$ cat config.mk
export PLATFORM = sky130hd
export DESIGN_NAME = mc_sequencer
export DESIGN_NICKNAME = d
export VERILOG_FILES = /design/src/rtl/mc_sequencer.sv
export SDC_FILE = /design/constraint.sdc
export NUM_CORES = 1
export LEC_CHECK = 0
export BUFFER_PORTS_ARGS = -buffer_cell sky130_fd_sc_hd__buf_2
export CORE_MARGIN = 3
export CORE_UTILIZATION = 45
export DETAILED_ROUTE_END_ITERATION = 8
export PLACE_DENSITY = 0.87
export REMOVE_ABC_BUFFERS = 1
export SETUP_SLACK_MARGIN = 0.5
export SYNTH_ARGS = -nofsm -noshare
export SYNTH_HDL_FRONTEND = slang
export SYNTH_SLANG_ARGS = --single-unit
$ cat constraint.sdc
create_clock -name clk -period 2.1 [get_ports clk]
set_input_delay 0.525 -clock clk [delete_from_list [all_inputs] [get_ports clk]]
set_output_delay 0.525 -clock clk [all_outputs]
set_load 0.01 [all_outputs]
$ cat src/rtl/mc_sequencer.sv
// mc_sequencer: multi-cycle MIPS control FSM (FETCH/DECODE/EXEC/MEM/WB) with memory handshake timeout.
// Define MC_RETIRE_CNT_EN to add the retired-instruction counter output.
module mc_sequencer #(
  parameter int TIMEOUT = 16
`ifdef MC_RETIRE_CNT_EN
  , parameter int RETIRE_W = 32
`endif
) (
  input  logic       clk,
  input  logic       reset,
  input  logic [5:0] op,
  input  logic [5:0] func,
  input  logic       cmp_eq,
  input  logic       im_ready,
  input  logic       dm_ready,
  output logic [2:0] state,
  output logic       im_req,
  output logic       ir_we,
  output logic       pc_we,
  output logic [1:0] pc_sel,
  output logic       grf_we,
  output logic [1:0] reg_dst,
  output logic [1:0] wd_sel,
  output logic [1:0] alu_op,
  output logic       alu_b_sel,
  output logic       sign_ext,
  output logic       dm_req,
  output logic       dm_we,
  output logic       bus_err,
  output logic       illegal
`ifdef MC_RETIRE_CNT_EN
  , output logic [RETIRE_W-1:0] retired
`endif
);
  typedef enum logic [2:0] {FETCH, DECODE, EXEC, MEM, WB} st_t;
  st_t st, nxt;
  logic [7:0] cnt;
  logic rtype, is_addu, is_subu, is_sll, is_jr, is_ori, is_lw, is_sw, is_lui, is_beq, is_j, is_jal, legal;
  logic waiting, tmo;
  assign rtype   = op == 6'h00;
  assign is_addu = rtype && func == 6'h21;
  assign is_subu = rtype && func == 6'h23;
  assign is_sll  = rtype && func == 6'h00;
  assign is_jr   = rtype && func == 6'h08;
  assign is_ori  = op == 6'h0d;
  assign is_lw   = op == 6'h23;
  assign is_sw   = op == 6'h2b;
  assign is_lui  = op == 6'h0f;
  assign is_beq  = op == 6'h04;
  assign is_j    = op == 6'h02;
  assign is_jal  = op == 6'h03;
  assign legal   = is_addu || is_subu || is_sll || is_jr || is_ori || is_lw || is_sw ||
                   is_lui || is_beq || is_j || is_jal;
  assign waiting = (st == FETCH && !im_ready) || (st == MEM && !dm_ready);
  assign tmo     = waiting && cnt == 8'(TIMEOUT);
  always_comb begin
    nxt = FETCH;
    case (st)
      FETCH:   nxt = im_ready ? DECODE : FETCH;
      DECODE:  nxt = (!legal || is_j || is_jr) ? FETCH : is_jal ? WB : EXEC;
      EXEC:    nxt = is_beq ? FETCH : (is_lw || is_sw) ? MEM : WB;
      MEM:     nxt = dm_ready ? (is_sw ? FETCH : WB) : tmo ? FETCH : MEM;
      WB:      nxt = FETCH;
      default: nxt = FETCH;
    endcase
  end
  // a timeout restarts the wait window even when the state stays FETCH
  always_ff @(posedge clk or negedge reset)
    if (!reset) begin
      st  <= FETCH;
      cnt <= 8'd0;
    end else begin
      st  <= nxt;
      cnt <= (nxt != st || tmo) ? 8'd0 : waiting ? cnt + 8'd1 : cnt;
    end
  assign state     = st;
  assign im_req    = reset && st == FETCH;
  assign ir_we     = reset && st == FETCH && im_ready;
  assign pc_we     = reset && ((st == FETCH && im_ready) || (st == DECODE && (is_j || is_jr || is_jal)) ||
                               (st == EXEC && is_beq && cmp_eq));
  assign grf_we    = reset && st == WB;
  assign dm_req    = reset && st == MEM;
  assign dm_we     = dm_req && is_sw;
  assign bus_err   = reset && tmo;
  assign illegal   = reset && st == DECODE && !legal;
  assign pc_sel    = (!reset || st == FETCH) ? 2'd0 : (is_j || is_jal) ? 2'd2 : is_jr ? 2'd3 :
                     is_beq ? 2'd1 : 2'd0;
  assign reg_dst   = !reset ? 2'd0 : is_jal ? 2'd2 : (is_ori || is_lui || is_lw) ? 2'd1 : 2'd0;
  assign wd_sel    = !reset ? 2'd0 : is_jal ? 2'd3 : is_lui ? 2'd2 : is_lw ? 2'd1 : 2'd0;
  assign alu_op    = !reset ? 2'd0 : (is_subu || is_beq) ? 2'd1 : is_ori ? 2'd2 : is_sll ? 2'd3 : 2'd0;
  assign alu_b_sel = reset && (is_ori || is_lw || is_sw);
  assign sign_ext  = reset && (is_beq || is_lw || is_sw);
`ifdef MC_RETIRE_CNT_EN
  always_ff @(posedge clk or negedge reset)
    if (!reset) retired <= '0;
    else if ((st == DECODE && (is_j || is_jr)) || (st == EXEC && is_beq) ||
             (st == MEM && is_sw && dm_ready) || st == WB)
      retired <= retired + 1'b1;
`endif
endmodule

==> results of run 1 <==
-- through the flow --
step / setup WS, ns / instances
after floorplan: -0.0167 / 125
after global placement: -0.231 / 216
after detailed placement: -0.260 / 216
after CTS: -0.208 / 240
-- cells by family after synthesis --
| group | synth area share |
|---|---|
| XOR/XNOR | 0.0566 |
| AO/OA/AOI/OAI | 0.214 |
| buffers and inverters | 0.0647 |
| adder cells (fa/ha/maj) | 0.0231 |
| AND/OR/NAND/NOR | 0.378 |
| flip-flops | 0.254 |
| multiplexers | 0.00925 |
-- repair_timing --
item,CTS
endpoints found under the setup margin,30
buffers inserted,20
hold endpoints to repair,0
gates resized for setup,67
pin swaps,19
==> impl_metrics.ini, run 1 <==
[logic_synthesis]
yosysSeqAreaShare = 0.254
synth_edf_count = 0
avgSynthCellArea_um2 = 8.26
ys.warnings.count = 0
synth_common_cells = nor2_1, dfrtp_1, nand2_1
synth_most_common_cell = nor2_1
async_reset_ff_frac = 1.00
syn_area_mm2 = 0.00108
yosys.area.top_type_share = 0.254
synth_area_leader_cell = dfrtp_1
ys_types = 49
ys_seq_elements = 11
synthFlopType = dfrtp_1
syn_inst = 131
synthTopCellsByArea = dfrtp_1, nor2_1, a2111oi_4

[floorplan]
start_util = 0.480
die_width_um = 55.0
rows = 17
io_pins = 38
die_h_um = 55.0

[placement]
place_hpwl_mm = 2.51
place_area_mm2 = 0.00145
io_buffer_count = 37
place_congestion = 0.935

[clock_tree]
cts_max_path_buffers = 2
cts_hold_buf = 0
cts_max_level = 1
numCtsBuffers = 3
clkSinkCount = 11
clock-root-buffer = clkbuf_4

[outcome]
tool.error = [ERROR DPL-0033] detailed placement checks failed during check placement.
flow.stopped_at = global routing
status = did not finish

[timing]
worst-ep-kind = primary output
worst_endpoint = illegal

[grt]
antenna_found_initial = 0
grt_max_degree = 13
==> inputs of run 2 (changes only) <==
Settings changed: CORE_AREA set to 3 3 64 66, CORE_MARGIN 3 to unset, CORE_UTILIZATION 45 to unset, DIE_AREA set to 0 0 67 69, PLACE_DENSITY 0.87 to unset, PLACE_DENSITY_LB_ADDON set to 0.15, SETUP_SLACK_MARGIN 0.5 to unset.
Clock period 2.1 ns to 2.75 ns, I/O delays scaled along.
==> run 2 against run 1 <==
  * Synthesized area unchanged
  * Synthesized cell count unchanged
  * The flow now finishes without violations
==> impl_metrics.ini, run 2 <==
[outcome]
status = completed

[timing]
finalMaxSlewViolations = 0
worstMarginPinSlew_ns = 0.521
clock_skew_ns = 0.00215
fin_crit_ns = 2.68
rsz0062_at_grt = false
fmax_mhz = 374
period_share = 0.974
setup_viol = 0
maxSlewHeadroom = 0.650
hold_viol = 0
fin_tns_setup_ns = 0

[pwr]
irDropWorstVdd_mv = 0.155
p_int_uw = 319
power_frac_clock = 0.354
pwr_density_cell_mw_per_mm2 = 317
p_seq_frac = 0.390
p_switching_uw = 136
combPwrFrac = 0.256
swShare = 0.300
p_leak_uw = 0.000634

[drt]
first_iter_violations = 84
routed_wl_mm = 3.11
viasPerCell = 5.14
wire_per_inst_um = 13.9
antenna_left = 0
drc = 0
via_count = 1152
first_pass_iters = 4

[grt]
gr-usage-all-layers = 0.136
grt_pass1_vias = 1136
grt_overflow = 0
grt_pass1_wl_mm = 5.18
grt_max_degree = 15
antenna_found_initial = 0

[clock_tree]
cts_hold_buf = 0
tritoncts = done
cts_max_level = 1
clock-root-buffer = clkbuf_8
path_clk_slew_ns = 0.05
clk-insertion-delay-late_ns = 0.24
post_cts_resized = 0
cts_max_path_buffers = 2
numCtsBuffers = 3
post_cts_buffers = 0
clkSinkCount = 11

[logic_synthesis]
yosys.area.top_type_share = 0.254
syn_area_mm2 = 0.00108
synth_common_cells = nor2_1, dfrtp_1, nand2_1
syn_inst = 131
synth_most_common_cell = nor2_1
synthFlopType = dfrtp_1
synth_area_leader_cell = dfrtp_1
avgSynthCellArea_um2 = 8.26
async_reset_ff_frac = 1.00
synthTopCellsByArea = dfrtp_1, nor2_1, a2111oi_4
ys_seq_elements = 11
ys.warnings.count = 0
synth_edf_count = 0
ys_types = 49
yosysSeqAreaShare = 0.254

[floorplan]
core-area_mm2 = 0.00363
die_h_um = 69
start_util = 0.298
die_area_mm2 = 0.00462
die_width_um = 67
rows = 22
io_pins = 38

[setup_path]
critPathCaptureType = primary output
cp.required_ns = 2.06
cp.arrival_ns = 1.99
path_max_fanout = 8
setup.worst_path.start_class = primary input
criticalPathCategory = in2out

[placement]
place_congestion = 0.866
dp.cells = 220
io_buffer_count = 37
place_hpwl_mm = 2.52

[finish]
top_register = cnt
utilization = 0.395
largest_reg_flops = 8
final_cell_mix = buf_2, nor2_1, nand2_1, dfrtp_1, buf_4
area_delta_synth_final_pct = 32.6
fin_nets = 196
diodes = 0
drive_gt1_frac = 0.381
layout_commonest_cell = buf_2
final_cells = 224

[job]
max-cap-violations = 0

[hold_path]
hold_path.class = in2async
[run 2: cell counts after synthesis]
Identical to the previous run, type by type.
[run 2: final timing paths]
kind | cells after the start | end | slack (ns) | start
max | 6 | illegal | 0.07 | op[0]
min | 1 | state[2]$_DFF_PN0_ | 0.29 | reset
max reg2reg | 4 | cnt[5]$_DFFE_PN0P_ | 1.02 | state[1]$_DFF_PN0_
min reg2reg | 2 | cnt[7]$_DFFE_PN0P_ | 0.56 | cnt[7]$_DFFE_PN0P_
max in group asynchronous | 2 | cnt[6]$_DFFE_PN0P_ | 2.06 | reset
min in group clk | 2 | cnt[7]$_DFFE_PN0P_ | 0.56 | cnt[7]$_DFFE_PN0P_
[run 2: cells by family (layout without fill, tap and decap cells)]
family,Yosys count,after routing,synth area share
and+or+nand+nor,72,72,0.378
AOI/OAI and AO/OA,26,26,0.214
buffers and inverters,12,57,0.0647
DFF,11,11,0.254
xor gates and xnor gates,7,7,0.0566
adders and majority gates,2,2,0.0231
muxes,1,1,0.00925
[run 2: stage by stage]
stage	hold slack (ns)	cell area (um2)	power, uW	setup slack (ns)
finish	0.291	1440	455	0.0727
global route	0.291	1440	480	0.0000699
CTS	0.290	1400	457	0.0396
detailed placement	0.543	1360	292	0.0387
global placement	0.536	1360	293	0.00392
floorplan	0.392	1030	233	0.308
[run 2: layout make-up]
cell class,count,area [um2]
clock buffers,4,45.0
fillers,400,2200
inverters,6,22.5
multi-input cells,108,772
flip-flops and latches,11,275
well taps,48,60.1
repair buffers,47,260
[run 2: critical path: stages]
cell,delay [ns]
buf_2,0.15
or4b_4,0.56
o221ai_2,0.19
a22oi_2,0.12
nor4b_1,0.15
buf_2,0.14
[run 2: power groups by stage]
stage / clock, uW / sequential, uW / combinational [uW]
floorplan: 0 / 179 / 54.5
detailed placement: 0 / 180 / 112
finish: 161 / 177 / 116
global route: 173 / 179 / 128
CTS: 166 / 177 / 113
global placement: 0 / 180 / 113
[run 2: metal layers]
layer  routed length (um)  up-vias  share of wire  GRT usage
li1                     -      571              -          -
met1                 1340      535           0.43      0.176
met2                 1560       42           0.50      0.235
met3                  180        4          0.058     0.0244
met4                   32        0          0.010     0.0248
met5                    0        -              0          0
No activity file was read; power rests on OpenSTA's default activity.
==> inputs of run 3 (changes only) <==
Settings changed: BUFFER_PORTS_ARGS -buffer_cell sky130_fd_sc_hd__buf_2 to -buffer_cell sky130_fd_sc_hd__buf_4.
==> run 3 against run 2 <==
  * Die area unchanged
  * Wire length increased by 1.9%
  * Maximum frequency decreased by 1.8%
  * Global-route usage increased by 0.85 points
  * Critical path depth unchanged
  * Largest cell class unchanged
  * Via count decreased by 0.52%
  * Total power increased by 2.5%
==> impl_metrics.ini, run 3 (synthesis results as in run 2) <==
[drt]
antenna_left = 0
via_count = 1146
drc = 0
viasPerCell = 5.12
first_iter_violations = 46
first_pass_iters = 5
routed_wl_mm = 3.17
wire_per_inst_um = 14.2

[hold_path]
hold_path.class = in2async

[floorplan]
rows = 22
start_util = 0.298
die_area_mm2 = 0.00462
core-area_mm2 = 0.00363
io_pins = 38
die_width_um = 67
die_h_um = 69

[clock_tree]
tritoncts = done
post_cts_buffers = 0
clk-insertion-delay-late_ns = 0.23
cts_max_level = 1
cts_max_path_buffers = 2
numCtsBuffers = 3
post_cts_resized = 0
cts_hold_buf = 0
clkSinkCount = 11
clock-root-buffer = clkbuf_8
path_clk_slew_ns = 0.05

[finish]
largest_reg_flops = 8
final_cells = 224
diodes = 0
final_area_mm2 = 0.00151
top_register = cnt
layout_commonest_cell = buf_4
area_delta_synth_final_pct = 39.4
fin_nets = 196
drive_gt1_frac = 0.352
final_cell_mix = buf_4, nor2_1, nand2_1, dfrtp_1

[pwr]
pwr_density_cell_mw_per_mm2 = 309
p_leak_uw = 0.000645
irDropWorstVdd_mv = 0.181

[setup_path]
cpPeakStageDelay_ns = 0.53
cp.arrival_ns = 2.04
r2r_end = cnt[7]$_DFFE_PN0P_
critPathCaptureType = primary output
timing.rr.start = state[1]$_DFF_PN0_
cp_common_cell = buf_4
r2r_setup_slack_ns = 1.01
reg2reg_depth = 5
worstPathCellList = buf_4 -> or4b_1 -> o221ai_1 -> a22oi_1 -> nor4b_2 -> buf_4
crit_family = simple AND/OR/NAND/NOR gates
crit_slowest_cell = or4b_1
cp.required_ns = 2.06
criticalPathCategory = in2out
critPathBufInv = 2
path_max_fanout = 8
setup.worst_path.start_class = primary input

[grt]
grt_pass1_vias = 1215
grt_max_degree = 15
grt_pass1_wl_mm = 5.43
grt_overflow = 0
gr-usage-all-layers = 0.145
antenna_found_initial = 0

[timing]
fin_crit_ns = 2.73
fmax_mhz = 367
hold_viol = 0
worstMarginPinSlew_ns = 0.542
rsz0062_at_grt = true
period_share = 0.991
maxSlewHeadroom = 0.639
clock_skew_ns = 0.00205
finalMaxSlewViolations = 0
setup_viol = 0

[placement]
io_buffer_count = 37
place_congestion = 0.841
place_hpwl_mm = 2.54
place_area_mm2 = 0.00145
dp.cells = 220

[outcome]
status = completed

[job]
max-cap-violations = 0
-- run 3: cell count changes in the layout (fill, tap and decap cells not counted), moves of 2 or more --
cell and delta:
nor3_1 +2, buf_2 -37, nor3_2 -2, buf_4 +36
-- run 3: worst register-to-register path, cell delays in order (launching register included) --
cell	delay, ns
dfrtp_1	0.49
or3_1	0.44
buf_4	0.19
a2111oi_4	0.30
xnor2_1	0.15
nor2_1	0.06
-- run 3: per-stage QoR --
step	power, uW	setup TNS [ns]	util	hold slack [ns]	setup WS, ns
after floorplan	233	0	-	0.392	0.308
after global placement	304	0	0.398	0.530	0.0318
after detailed placement	305	0	0.398	0.527	0.0452
after CTS	470	0	0.411	0.275	0.0348
after global routing	493	-0.0398	0.415	0.275	-0.0289
final	467	0	0.415	0.273	0.0243
-- run 3: cell type report --
| type | count | area [um2] |
|---|---|---|
| Clock buffer | 4 | 45.0 |
| Timing Repair Buffer | 47 | 357 |
| Inverter | 6 | 22.5 |
| Multi-Input combinational cell | 108 | 749 |
| Tap cell | 48 | 60.1 |
| Sequential cell | 11 | 275 |
| Fill cell | 394 | 2120 |
-- run 3: routing by layer --
metal / vias up / wire [um] / track usage
li1: 571 / - / -
met1: 534 / 1360 / 0.185
met2: 37 / 1630 / 0.248
met3: 4 / 152 / 0.0212
met4: 0 / 29 / 0.0383
met5: - / 0 / 0
-- run 3: worst max-delay path by stage --
stage	slack [ns]	start	endpoint	cells past startpoint
after floorplan	0.31	op[5]	alu_op[0]	4
final	0.02	op[0]	illegal	6
after CTS	0.03	op[0]	pc_we	7
after detailed placement	0.05	op[0]	pc_we	7
after global routing	-0.03	op[5]	illegal	6
after global placement	0.03	op[0]	pc_we	7
-- run 3: report_power, final --
part	leakage [uW]	internal [uW]	switching (uW)
Sequential	0.000152	166	11.1
Combinational	0.000471	61.0	65.8
Clock	0.0000228	102	60.4
==> inputs of run 4 (changes only) <==
Settings changed: SETUP_SLACK_MARGIN set to 0.2.
==> run 4 against run 3 <==
  * Non-clock buffer count rose by 10
  * Hold slack improved by 0.0066 ns
  * Count of clock-buffer cells in the layout did not move
  * Clock power barely moved
  * Combinational power rose by 24%
  * Cell count rose by 4.5%
  * Register-to-register slack barely moved
  * First-iteration DRC count rose by 17%
  * Critical endpoint is now alu_op[0]
==> impl_metrics.ini, run 4 (synthesis results as in run 2) <==
[outcome]
status = completed

[finish]
layout_commonest_cell = buf_4
multi_input_area_um2 = 851
fillerInstances = 365
top_register = cnt
drive_gt1_frac = 0.452
final_cells = 234
final_cell_mix = buf_4, nor2_1, nand2_1, dfrtp_1, buf_6
area_delta_synth_final_pct = 59.7
fin_nets = 206
largest_reg_flops = 8
utilization = 0.476
diodes = 0
regArea_um2 = 275

[grt]
grt_pass1_wl_mm = 5.80
grt_pass1_vias = 1305
antenna_found_initial = 0
grt_max_degree = 15
grt_overflow = 0
gr-usage-all-layers = 0.155

[job]
max-cap-violations = 0

[setup_path]
crit_path_start = op[1]
r2r_setup_slack_ns = 1.01
critPathCaptureType = primary output
cpPeakStageDelay_ns = 0.52
path_max_fanout = 8
worstPathCellList = buf_12 -> or4_4 -> nor3_4 -> o21ai_1 -> a21oi_1 -> buf_4
timing.rr.start = state[1]$_DFF_PN0_
criticalPathCategory = in2out
critPathBufInv = 2
setup.worst_path.start_class = primary input
cp.arrival_ns = 1.97
crit_cells = 6
reg2reg_depth = 5
cp.required_ns = 2.06
r2r_end = cnt[7]$_DFFE_PN0P_
crit_path_end = alu_op[0]
crit_family = simple AND/OR/NAND/NOR gates
crit_slowest_cell = or4_4

[timing]
hold_viol = 0
setup_ws_ns = 0.0949
clock_skew_ns = 0.00127
rsz0062_at_grt = true
finalMaxSlewViolations = 0
fin_crit_ns = 2.66
setup_viol = 0
maxSlewHeadroom = 0.622
fmax_mhz = 377
worstMarginPinSlew_ns = 0.568
fin_tns_setup_ns = 0
period_share = 0.966

[pwr]
irDropWorstVdd_mv = 0.163
pwr_density_cell_mw_per_mm2 = 288
finalPower_uw = 497
p_leak_uw = 0.000733

[placement]
place_hpwl_mm = 2.54
dp.cells = 220
io_buffer_count = 37
dp_slack_ns = 0.0452
place_congestion = 0.841

[clock_tree]
clkSinkCount = 11
clk-insertion-delay-late_ns = 0.23
numCtsBuffers = 3
cts_max_path_buffers = 2
path_clk_slew_ns = 0.05
tritoncts = done
clock-root-buffer = clkbuf_8
cts_max_level = 1

[floorplan]
rows = 22
die_width_um = 67
core-area_mm2 = 0.00363
die_h_um = 69
io_pins = 38
start_util = 0.298
die_area_mm2 = 0.00462

[drt]
via_count = 1216
antenna_left = 0
first_iter_violations = 54
viasPerCell = 5.20
first_pass_iters = 4
routed_wl_mm = 3.52
drc = 0
wire_per_inst_um = 15.0

[hold_path]
hold_path.class = in2async
run 4: cell count changes in the layout (fill, tap and decap cells not counted), moves of 2 or more:
cell,before,now
nor3_1,6,4
nor4b_4,0,2
buf_4,46,48
buf_6,1,7
run 4: layout make-up:
type / instances / share of cell area
inverters: 6 / 0.0130
repair buffers: 57 / 0.274
well taps: 48 / 0.0348
flip-flops and latches: 11 / 0.159
clock buffers: 4 / 0.0261
multi-input cells: 108 / 0.492
run 4: how the worst min path moves through the flow:
stage                     slack [ns]                 end  start  cells past startpoint
after floorplan                 0.39  cnt[0]$_DFFE_PN0P_  reset                      0
after global placement          0.53  cnt[0]$_DFFE_PN0P_  reset                      1
after detailed placement        0.53  cnt[0]$_DFFE_PN0P_  reset                      1
after CTS                       0.27  cnt[0]$_DFFE_PN0P_  reset                      1
after global routing            0.28  cnt[1]$_DFFE_PN0P_  reset                      1
final                           0.28  cnt[0]$_DFFE_PN0P_  reset                      1
run 4: per-layer routing:
metal / part of all wire / track usage / vias up
li1: - / - / 590
met1: 0.40 / 0.190 / 574
met2: 0.52 / 0.266 / 44
met3: 0.046 / 0.0195 / 8
met4: 0.027 / 0.0631 / 0
met5: 0 / 0 / -
run 4: power breakdown:
group | leakage, uW | switching, uW | internal, uW
combinational | 0.000559 | 78.9 | 79.0
clock | 0.0000228 | 59.5 | 102
sequential | 0.000152 | 11.2 | 166
run 4: what timing repair did:
item,in CTS,in global routing
pin swaps,8,13
hold buffers,0,0
resized for setup,15,19
setup endpoints to repair,8,10
buffers inserted,9,1
run 4: worst register-to-register path: stages (launching register included):
cell and delay, ns:
dfrtp_1 0.49, or3_1 0.44, buf_4 0.19, a2111oi_4 0.30, xnor2_1 0.15, nor2_1 0.06
run 4: metrics by stage:
step	area, um2	hold WS, ns
global route	1730	0.279
CTS	1630	0.275
detailed placement	1450	0.527
global placement	1450	0.530
floorplan	1030	0.392
finish	1730	0.280
